`config.mk`:
```
export PLATFORM = sky130hd
export DESIGN_NAME = des_decrypt_iter
export DESIGN_NICKNAME = d
export VERILOG_FILES = /design/src/rtl/des_decrypt_iter.sv
export SDC_FILE = /design/constraint.sdc
export NUM_CORES = 1
export LEC_CHECK = 0
export BUFFER_PORTS_ARGS = -buffer_cell sky130_fd_sc_hd__buf_2
export CAP_MARGIN = 40
export CELL_PAD_IN_SITES_DETAIL_PLACEMENT = 1
export CELL_PAD_IN_SITES_GLOBAL_PLACEMENT = 1
export CORE_UTILIZATION = 32
export CTS_CLUSTER_DIAMETER = 50
export DETAILED_ROUTE_END_ITERATION = 8
export PLACE_DENSITY_LB_ADDON = 0.1
export SYNTH_ARGS = -nofsm -noshare
export SYNTH_HDL_FRONTEND = slang
export SYNTH_SLANG_ARGS = --single-unit
```
`constraint.sdc`:
```
create_clock -name clk -period 3.6 [get_ports clk]
set_input_delay 0.18 -clock clk [delete_from_list [all_inputs] [get_ports clk]]
set_output_delay 0.18 -clock clk [all_outputs]
set_load 0.05 [all_outputs]
```
`src/rtl/des_decrypt_iter.sv`:
```
// des_decrypt_iter: iterative single-block DES decryptor, one Feistel round per clock.
// Subkeys K16..K1 are produced on the fly by right-rotating the C/D key halves,
// so no subkey storage is needed.
//
// Ports:
//   clk, rst_n            clock, asynchronous active-low reset
//   in_valid / in_ready   input handshake; ciphertext and key sampled at the accept edge
//   ciphertext, key       [0:63], bit 0 = DES bit 1 (MSB); key includes parity bits
//   out_valid / out_ready output handshake; plaintext held stable while out_valid
//   plaintext             [0:63] decrypted block
//   busy                  high while rounds are running
//   key_err               present only with DES_DEC_PARITY_CHECK_EN: some key byte had
//                         even parity; meaningful only while out_valid is high
//
// Optional feature macro: DES_DEC_PARITY_CHECK_EN
module des_decrypt_iter (
    input  logic        clk,
    input  logic        rst_n,
    input  logic        in_valid,
    output logic        in_ready,
    input  logic [0:63] ciphertext,
    input  logic [0:63] key,
    output logic        out_valid,
    input  logic        out_ready,
    output logic [0:63] plaintext,
    output logic        busy
`ifdef DES_DEC_PARITY_CHECK_EN
    ,
    output logic        key_err
`endif
);

    localparam int IP_T [64] = '{58,50,42,34,26,18,10,2, 60,52,44,36,28,20,12,4,
                                 62,54,46,38,30,22,14,6, 64,56,48,40,32,24,16,8,
                                 57,49,41,33,25,17,9,1,  59,51,43,35,27,19,11,3,
                                 61,53,45,37,29,21,13,5, 63,55,47,39,31,23,15,7};
    localparam int FP_T [64] = '{40,8,48,16,56,24,64,32, 39,7,47,15,55,23,63,31,
                                 38,6,46,14,54,22,62,30, 37,5,45,13,53,21,61,29,
                                 36,4,44,12,52,20,60,28, 35,3,43,11,51,19,59,27,
                                 34,2,42,10,50,18,58,26, 33,1,41,9,49,17,57,25};
    localparam int PC1_T [56] = '{57,49,41,33,25,17,9, 1,58,50,42,34,26,18,
                                  10,2,59,51,43,35,27, 19,11,3,60,52,44,36,
                                  63,55,47,39,31,23,15, 7,62,54,46,38,30,22,
                                  14,6,61,53,45,37,29, 21,13,5,28,20,12,4};
    localparam int PC2_T [48] = '{14,17,11,24,1,5, 3,28,15,6,21,10, 23,19,12,4,26,8,
                                  16,7,27,20,13,2, 41,52,31,37,47,55, 30,40,51,45,33,48,
                                  44,49,39,56,34,53, 46,42,50,36,29,32};
    localparam int E_T [48] = '{32,1,2,3,4,5, 4,5,6,7,8,9, 8,9,10,11,12,13, 12,13,14,15,16,17,
                                16,17,18,19,20,21, 20,21,22,23,24,25, 24,25,26,27,28,29,
                                28,29,30,31,32,1};
    localparam int P_T [32] = '{16,7,20,21,29,12,28,17, 1,15,23,26,5,18,31,10,
                                2,8,24,14,32,27,3,9,    19,13,30,6,22,11,4,25};
    // Sbox1..Sbox8, each stored row-major (row*16 + column).
    localparam int SBOX [8][64] = '{
        '{14,4,13,1,2,15,11,8,3,10,6,12,5,9,0,7, 0,15,7,4,14,2,13,1,10,6,12,11,9,5,3,8,
          4,1,14,8,13,6,2,11,15,12,9,7,3,10,5,0, 15,12,8,2,4,9,1,7,5,11,3,14,10,0,6,13},
        '{15,1,8,14,6,11,3,4,9,7,2,13,12,0,5,10, 3,13,4,7,15,2,8,14,12,0,1,10,6,9,11,5,
          0,14,7,11,10,4,13,1,5,8,12,6,9,3,2,15, 13,8,10,1,3,15,4,2,11,6,7,12,0,5,14,9},
        '{10,0,9,14,6,3,15,5,1,13,12,7,11,4,2,8, 13,7,0,9,3,4,6,10,2,8,5,14,12,11,15,1,
          13,6,4,9,8,15,3,0,11,1,2,12,5,10,14,7, 1,10,13,0,6,9,8,7,4,15,14,3,11,5,2,12},
        '{7,13,14,3,0,6,9,10,1,2,8,5,11,12,4,15, 13,8,11,5,6,15,0,3,4,7,2,12,1,10,14,9,
          10,6,9,0,12,11,7,13,15,1,3,14,5,2,8,4, 3,15,0,6,10,1,13,8,9,4,5,11,12,7,2,14},
        '{2,12,4,1,7,10,11,6,8,5,3,15,13,0,14,9, 14,11,2,12,4,7,13,1,5,0,15,10,3,9,8,6,
          4,2,1,11,10,13,7,8,15,9,12,5,6,3,0,14, 11,8,12,7,1,14,2,13,6,15,0,9,10,4,5,3},
        '{12,1,10,15,9,2,6,8,0,13,3,4,14,7,5,11, 10,15,4,2,7,12,9,5,6,1,13,14,0,11,3,8,
          9,14,15,5,2,8,12,3,7,0,4,10,1,13,11,6, 4,3,2,12,9,5,15,10,11,14,1,7,6,0,8,13},
        '{4,11,2,14,15,0,8,13,3,12,9,7,5,10,6,1, 13,0,11,7,4,9,1,10,14,3,5,12,2,15,8,6,
          1,4,11,13,12,3,7,14,10,15,6,8,0,5,9,2, 6,11,13,8,1,4,10,7,9,5,0,15,14,2,3,12},
        '{13,2,8,4,6,15,11,1,10,9,3,14,5,0,12,7, 1,15,13,8,10,3,7,4,12,5,6,11,0,14,9,2,
          7,11,4,1,9,12,14,2,0,6,10,13,15,3,5,8, 2,1,14,7,4,10,8,13,15,12,9,0,3,5,6,11}};

    function automatic logic [0:63] ip_f(input logic [0:63] x);
        logic [0:63] y;
        for (int i = 0; i < 64; i++) y[6'(i)] = x[6'(IP_T[6'(i)] - 1)];
        return y;
    endfunction

    function automatic logic [0:63] fp_f(input logic [0:63] x);
        logic [0:63] y;
        for (int i = 0; i < 64; i++) y[6'(i)] = x[6'(FP_T[6'(i)] - 1)];
        return y;
    endfunction

    function automatic logic [0:55] pc1_f(input logic [0:63] x);
        logic [0:55] y;
        for (int i = 0; i < 56; i++) y[6'(i)] = x[6'(PC1_T[6'(i)] - 1)];
        return y;
    endfunction

    function automatic logic [0:47] pc2_f(input logic [0:55] x);
        logic [0:47] y;
        for (int i = 0; i < 48; i++) y[6'(i)] = x[6'(PC2_T[6'(i)] - 1)];
        return y;
    endfunction

    function automatic logic [0:47] e_f(input logic [0:31] x);
        logic [0:47] y;
        for (int i = 0; i < 48; i++) y[6'(i)] = x[5'(E_T[6'(i)] - 1)];
        return y;
    endfunction

    function automatic logic [0:31] p_f(input logic [0:31] x);
        logic [0:31] y;
        for (int i = 0; i < 32; i++) y[5'(i)] = x[5'(P_T[5'(i)] - 1)];
        return y;
    endfunction

    // Each 6-bit group: outer bits select the row, inner four bits the column.
    function automatic logic [0:31] sbox_f(input logic [0:47] x);
        logic [0:31] y;
        logic [0:5]  g;
        logic [5:0]  idx;
        for (int k = 0; k < 8; k++) begin
            g   = x[6'(6 * k) +: 6];
            idx = {g[0], g[5], g[1:4]};
            y[5'(4 * k) +: 4] = 4'(SBOX[3'(k)][idx]);
        end
        return y;
    endfunction

    typedef enum logic [1:0] {IDLE, ROUND, DONE} state_t;

    state_t      state;
    logic [0:31] l_q, r_q;
    logic [0:27] c_q, d_q;
    logic [4:0]  cnt;

    logic [0:27] c_rot, d_rot;
    logic [0:31] l_nxt, r_nxt;

    // Decryption walks the key schedule backwards: round 1 uses the PC1 halves
    // unrotated (K16), then right-rotates by 1 at rounds 2, 9, 16 and by 2 elsewhere.
    always_comb begin
        c_rot = c_q;
        d_rot = d_q;
        if (cnt == 5'd2 || cnt == 5'd9 || cnt == 5'd16) begin
            c_rot = {c_q[27], c_q[0:26]};
            d_rot = {d_q[27], d_q[0:26]};
        end else if (cnt != 5'd1) begin
            c_rot = {c_q[26:27], c_q[0:25]};
            d_rot = {d_q[26:27], d_q[0:25]};
        end
        l_nxt = r_q;
        r_nxt = l_q ^ p_f(sbox_f(e_f(r_q) ^ pc2_f({c_rot, d_rot})));
    end

`ifdef DES_DEC_PARITY_CHECK_EN
    logic err_q;

    function automatic logic parity_err_f(input logic [0:63] k);
        logic e;
        e = 1'b0;
        for (int b = 0; b < 8; b++) if (!(^k[6'(8 * b) +: 8])) e = 1'b1;
        return e;
    endfunction
`endif

    always_ff @(posedge clk or negedge rst_n) begin
        if (!rst_n) begin
            state     <= IDLE;
            in_ready  <= 1'b1;
            out_valid <= 1'b0;
            busy      <= 1'b0;
            plaintext <= '0;
            l_q       <= '0;
            r_q       <= '0;
            c_q       <= '0;
            d_q       <= '0;
            cnt       <= '0;
`ifdef DES_DEC_PARITY_CHECK_EN
            err_q     <= 1'b0;
            key_err   <= 1'b0;
`endif
        end else begin
            unique case (state)
                IDLE: begin
                    if (in_valid) begin
                        {l_q, r_q} <= ip_f(ciphertext);
                        {c_q, d_q} <= pc1_f(key);
                        cnt        <= 5'd1;
                        state      <= ROUND;
                        in_ready   <= 1'b0;
                        busy       <= 1'b1;
`ifdef DES_DEC_PARITY_CHECK_EN
                        err_q      <= parity_err_f(key);
`endif
                    end
                end
                ROUND: begin
                    l_q <= l_nxt;
                    r_q <= r_nxt;
                    c_q <= c_rot;
                    d_q <= d_rot;
                    cnt <= cnt + 5'd1;
                    if (cnt == 5'd16) begin
                        // Final swap: output is FP(R16 || L16).
                        plaintext <= fp_f({r_nxt, l_nxt});
                        state     <= DONE;
                        busy      <= 1'b0;
                        out_valid <= 1'b1;
`ifdef DES_DEC_PARITY_CHECK_EN
                        key_err   <= err_q;
`endif
                    end
                end
                DONE: begin
                    if (out_ready) begin
                        state     <= IDLE;
                        out_valid <= 1'b0;
                        in_ready  <= 1'b1;
`ifdef DES_DEC_PARITY_CHECK_EN
                        key_err   <= 1'b0;
`endif
                    end
                end
                default: state <= IDLE;
            endcase
        end
    end

endmodule

```
==> impl_metrics.tcl, run 1 <==
set metrics [dict create \
    io_buffers 24 \
    setup_ws_ns 0.111 \
    area_delta_synth_final_pct 15.2 \
    status "finished, violations left" \
    detail-route-antenna-nets 0 \
    grt_pass1_vias 4074 \
    via_per_inst 5.18 \
    hold_path_class "primary input to register" \
    antenna_cells 0 \
    period_share_pct 96.9 \
    tns_ns 0 \
    cts.path.max_buffers 2 \
    die_area_sq_mm 0.0157 \
    start_util_pct 33.1 \
    htreeDepth 2 \
    die_width_microns 125 \
    clockRootBuffer "clkbuf_16" \
    ios 199 \
    rrSetupSlack_ns 0.11 \
    r2r-start "cnt[1]$_DFFE_PN0P_" \
    coreArea_sq_mm 0.0147 \
    synth_area_per_cell_sq_um 8.86 \
    clk_pin_slew_worst_paths_ns 0.08 \
    antenna_found_initial 0 \
    nets 760 \
    max-cap-violations 0 \
    synth_top_area_share_pct 27.7 \
    holdCritStartpoint "out_ready" \
    path_class "register to register" \
    tightest_slew_ns 0.693 \
    grtUsageTotal_pct 19.1 \
    final-max-slew-violation-count 0 \
    syn_inst 550 \
    crit_required_ns 3.79 \
    post-route-drc-count 1 \
    ys_top_cells_by_area "dfrtp_1 (28%), buf_4 (9.7%), mux2i_1 (6.2%), ha_1 (4.9%), nand2_1 (4.6%)" \
    arrival_ns 3.68 \
    rows 44 \
    grt_first_pass_wirelength_microns 23300 \
    grt-ovfl-total 0 \
    yosysWarnings 0 \
    synth_most_common_cell "buf_4" \
    hold_end "state[1]$_DFFE_PN0P_" \
    syn_area_sq_mm 0.00487 \
    drtIter0Drc 187 \
    fin_area_sq_mm 0.00561 \
    holdPathStages 2 \
    wl_per_cell_microns 18.7 \
    hold_viol 0 \
    place_ws_ns -0.123 \
    dr.pass1.iters 8 \
    final_util_pct 38.2 \
    synth-seq-cells 55 \
    place.gp.congestion 0.784 \
    synth_commonest_cells "buf_4 (63), nand2_1 (60), dfrtp_1 (54)" \
    crit_path_max_fanout 6 \
    cts_tree "built" \
    synth-edff-count 0 \
    violations "DRC" \
    fin_worst_skew_ns 0.0136 \
    max_freq_ghz 0.287 \
    drive_gt1_share_pct 23.9 \
    numCtsBuffers 5 \
    yosys_most_used_dff "dfrtp_1" \
    grt_max_degree 32 \
    clock-sinks 55 \
    die_height_microns 125 \
    relSlewSlack_pct 53.8 \
    vias 4115 \
    async_flop_share_pct 100 \
    critPathLaunchType "register" \
    clkLatencyLatePin_ns 0.31 \
    yosys.area.top_type "dfrtp_1" \
    cp-end-kind "register" \
    hpwl_microns 11000 \
    reg2reg_depth 16 \
    layout_min_cycle_time_ns 3.49 \
    setup_viol 0 \
    placed_cell_area_sq_mm 0.00520 \
    yosysUniqueCellTypes 71 \
    synth-seq-area-share_pct 28.3 \
    routed_wl_microns 14800 \
    rr_endpoint "plaintext[27]$_DFFE_PN0P_" \
]
-- area by class of cell --
type / instances / area [sq um]
inverters: 18 / 67.6
repair buffers: 80 / 617
multi-input cells: 449 / 3150
well taps: 184 / 230
clock inverters: 2 / 38.8
clock buffers: 6 / 129
flip-flops and latches: 55 / 1380
fillers: 1748 / 9090
-- sequential cells by signal, summed over array words and instances, names as in the netlist --
signal     cells
cnt            5
in_ready       1
l_nxt          7
plaintext      3
c_q           28
out_valid      1
busy           1
state          2
l_q            7
-- critical path, cell delays in order, from the launching register on --
cell and delay [ns]:
dfrtp_1 0.40, inv_2 0.09, ha_4 0.14, nor4b_4 0.17
buf_4 0.16, buf_4 0.12, clkbuf_16 0.13, buf_4 0.12
buf_4 0.14, mux2i_1 0.32, mux2i_1 0.25, o311a_1 0.39
o32ai_1 0.33, mux2i_2 0.17, buf_4 0.17, xnor2_1 0.18
o21ai_1 0.08
-- worst max path at each step --
stage,startpoint,endpoint,slack [ns],depth (start not counted)
3_3_place_gp,cnt[1]$_DFFE_PN0P_,plaintext[27]$_DFFE_PN0P_,-0.08,17
6_report,cnt[1]$_DFFE_PN0P_,plaintext[27]$_DFFE_PN0P_,0.11,16
2_1_floorplan,cnt[1]$_DFFE_PN0P_,l_nxt[9]$_DFFE_PN0P_,0.17,12
3_5_place_dp,cnt[1]$_DFFE_PN0P_,plaintext[27]$_DFFE_PN0P_,-0.12,17
5_1_grt,cnt[1]$_DFFE_PN0P_,plaintext[27]$_DFFE_PN0P_,-0.08,16
4_1_cts,cnt[1]$_DFFE_PN0P_,plaintext[27]$_DFFE_PN0P_,0.008,17
-- kinds of logic after synthesis --
family | Yosys count | synth area share (%)
buffers and inverters | 106 | 13.7
xor gates and xnor gates | 36 | 7.47
other | 1 | 0.0770
DFF | 55 | 28.3
AOI/OAI and AO/OA | 139 | 19.1
adders and majority gates | 19 | 4.88
muxes | 55 | 13.3
and+or+nand+nor | 139 | 13.1
-- what timing repair did --
item,in CTS,in global routing
endpoints found under the hold margin,27,0
gates resized for setup,3,20
setup buffers,7,7
hold buffers,1,0
setup endpoints to repair,3,6
cloned,0,1
pin swaps,1,2
-- placed cells by master (no fill, tap or decap), types with 4 or more instances in the layout --
cell type,n
o21ai_1,9
o22ai_1,8
xnor2_1,12
a21oi_1,35
xor2_1,16
dfrtp_1,53
inv_1,15
nor2_1,33
clkbuf_16,6
o21ai_0,31
buf_4,47
mux2_2,15
xor2_2,4
conb_1,61
nor2b_1,4
mux2i_2,6
a211oi_1,4
nand3_1,10
buf_2,24
o211ai_1,6
o32ai_1,4
a22o_1,5
ha_1,15
nor3_1,7
mux2i_1,24
and3_1,10
nand2_1,60
-- per-layer routing --
| layer | wire [microns] | track usage [%] | up-vias |
|---|---|---|---|
| met5 | 0 | 0 | - |
| met4 | 169 | 4.52 | 0 |
| met3 | 376 | 2.48 | 12 |
| met2 | 7030 | 31.8 | 80 |
| met1 | 7260 | 26.2 | 2081 |
| li1 | - | - | 1942 |
-- metrics by stage --
step / hold WS, ns / cells
3_3_place_gp: 0.267 / 769
2_1_floorplan: -0.116 / 610
4_1_cts: 0.0524 / 786
6_report: 0.0648 / 794
3_5_place_dp: 0.267 / 770
5_1_grt: 0.0754 / 794
Power of run 1 is left out: the tool's default activity adds up to more than one toggle a clock period on the data nets, which glitch-free logic cannot reach.
==> inputs of run 2 (changes only) <==
--- a/config.mk
+++ b/config.mk
@@ -12,7 +12,7 @@
 export CORE_UTILIZATION = 32
 export CTS_CLUSTER_DIAMETER = 50
 export DETAILED_ROUTE_END_ITERATION = 8
-export PLACE_DENSITY_LB_ADDON = 0.1
+export PLACE_DENSITY = 0.83
 export SYNTH_ARGS = -nofsm -noshare
 export SYNTH_HDL_FRONTEND = slang
 export SYNTH_SLANG_ARGS = --single-unit
==> run 2 against run 1 <==
  * The flow still finishes with violations (DRC)
  * Design area decreased by 2.3%
  * Global-route usage decreased by 0.26 points
  * Via count increased by 4.6%
  * Clock skew decreased by 0.0024 ns
  * Critical path depth decreased by 4
  * Hold slack improved by 0.043 ns
  * Routed wire length increased by 2.1%
  * Clock-buffer cell count decreased by 1
  * Fmax decreased by 1.9%
==> impl_metrics.tcl, run 2 (synthesis results as in run 1) <==
set metrics [dict create \
    clockRootBuffer "clkbuf_16" \
    grt_max_degree 34 \
    holdPathStages 2 \
    clock-sinks 55 \
    drtIter0Drc 341 \
    vias 4305 \
    hold_viol 0 \
    fin_cells 787 \
    rows 44 \
    layout_common_cells "conb_1 (61), nand2_1 (60), dfrtp_1 (54)" \
    status "finished, violations left" \
    place.gp.congestion 0.867 \
    holdCritStartpoint "out_ready" \
    grt_pass1_vias 4500 \
    layout_commonest_cell "conb_1" \
    nets 753 \
    crit_buf_inv 2 \
    relSlewSlack_pct 43.6 \
    arrival_ns 3.74 \
    max-cap-violations 0 \
    crit_required_ns 3.79 \
    fillers 1720 \
    cpPeakStageDelay_ns 0.47 \
    crit_slowest_cell "mux4_2" \
    cts_tree "built" \
    dp_cells 762 \
    path_class "register to register" \
    wl_per_cell_microns 19.2 \
    final-max-slew-violation-count 0 \
    crit_family "multiplexers" \
    antenna_found_initial 0 \
    fin_worst_skew_ns 0.0112 \
    reg2reg_depth 12 \
    htreeDepth 2 \
    max_freq_ghz 0.281 \
    die_height_microns 125 \
    top_register "c_q" \
    violations "DRC" \
    hpwl_microns 10600 \
    numCtsBuffers 5 \
    antenna_cells 0 \
    period_share_pct 98.8 \
    clkLatencyLatePin_ns 0.30 \
    grt-ovfl-total 0 \
    path_cells "inv_1 -> ha_1 -> mux2_2 -> a21oi_4 -> buf_4 -> mux2_2 -> xor2_2 -> ha_1 -> mux4_2 -> mux2i_1 -> xor2_1 -> o21ai_1" \
    cp.depth 12 \
    cp-end-kind "register" \
    grt_first_pass_wirelength_microns 23700 \
    dr.pass1.iters 9 \
    coreArea_sq_mm 0.0147 \
    critPathLaunchType "register" \
    ios 199 \
    io_buffers 24 \
    cts.path.max_buffers 2 \
    largest_register_ffs 28 \
    area_delta_synth_final_pct 12.6 \
    clk_pin_slew_worst_paths_ns 0.08 \
    drive_gt1_share_pct 22.2 \
    tightest_slew_ns 0.846 \
    hold_path_class "primary input to register" \
    die_area_sq_mm 0.0157 \
    cp-startpoint "cnt[0]$_DFFE_PN0P_" \
    grtUsageTotal_pct 18.8 \
    fin_area_sq_mm 0.00548 \
    post-route-drc-count 4 \
    detail-route-antenna-nets 0 \
    crit_path_max_fanout 7 \
    r2r-start "cnt[0]$_DFFE_PN0P_" \
    via_per_inst 5.47 \
    placed_cell_area_sq_mm 0.00511 \
    routed_wl_microns 15100 \
    die_width_microns 125 \
    start_util_pct 33.1 \
    setup_viol 0 \
    layout_min_cycle_time_ns 3.56 \
]
## run 2: changes by cell type in the layout (fill, tap and decap cells not counted), sizes merged
cell	before	now
buf	78	72
clkbuf	7	5
inv	19	20
## run 2: what timing repair did
| item | in CTS | in global routing |
|---|---|---|
| endpoints found under the setup margin | 2 | 7 |
| hold buffers | 1 | 0 |
| pin swaps | 0 | 3 |
| setup buffers | 7 | 9 |
| resized for setup | 2 | 12 |
| endpoints found under the hold margin | 6 | 0 |
## run 2: final cells by class
cell class / count / area (sq um) / share of cell area [%]
clock inverters: 3 / 50.0 / 0.913
multi-input cells: 449 / 3130 / 57.1
inverters: 18 / 67.6 / 1.23
well taps: 184 / 230 / 4.20
flip-flops and latches: 55 / 1380 / 25.1
repair buffers: 73 / 503 / 9.17
clock buffers: 5 / 125 / 2.28
## run 2: path summary, 6_finish.rpt
path	endpoint	slack, ns
hold / removal	state[1]$_DFFE_PN0P_	0.11
max in group asynchronous	in_ready$_DFFE_PN1P_	2.20
setup reg to reg	l_nxt[9]$_DFFE_PN0P_	0.04
min in group asynchronous	c_q[26]$_DFFE_PN0P_	0.51
setup / recovery	l_nxt[9]$_DFFE_PN0P_	0.04
hold reg to reg	busy$_DFFE_PN0P_	0.50
## run 2: worst register-to-register path, delay by kind of cell (launching register included)
family                     cells  cell delay, ns
DFF                            1            0.41
AOI/OAI and AO/OA              2            0.35
xor gates and xnor gates       2            0.45
buffers and inverters          2            0.29
adders and majority gates      2            0.54
muxes                          4            1.41
## run 2: metal layers
| metal | vias to the layer above | global-route usage (%) | wire (microns) |
|---|---|---|---|
| met4 | 0 | 6.89 | 446 |
| li1 | 1931 | - | - |
| met5 | - | 0 | 0 |
| met1 | 2159 | 23.6 | 6430 |
| met3 | 39 | 1.75 | 649 |
| met2 | 176 | 33.7 | 7620 |
## run 2: stage by stage
stage	utilization [%]	hold WS (ns)	setup TNS (ns)	worst slack, ns
6_report	37.3	0.108	0	0.0421
5_1_grt	37.3	0.111	-0.266	-0.0518
3_3_place_gp	34.8	0.299	0	0.120
4_1_cts	36.5	0.101	0	0.00225
2_1_floorplan	-	-0.116	0	0.175
3_5_place_dp	34.8	0.311	-0.0106	-0.0100
Power of run 2 is left out for the same reason.
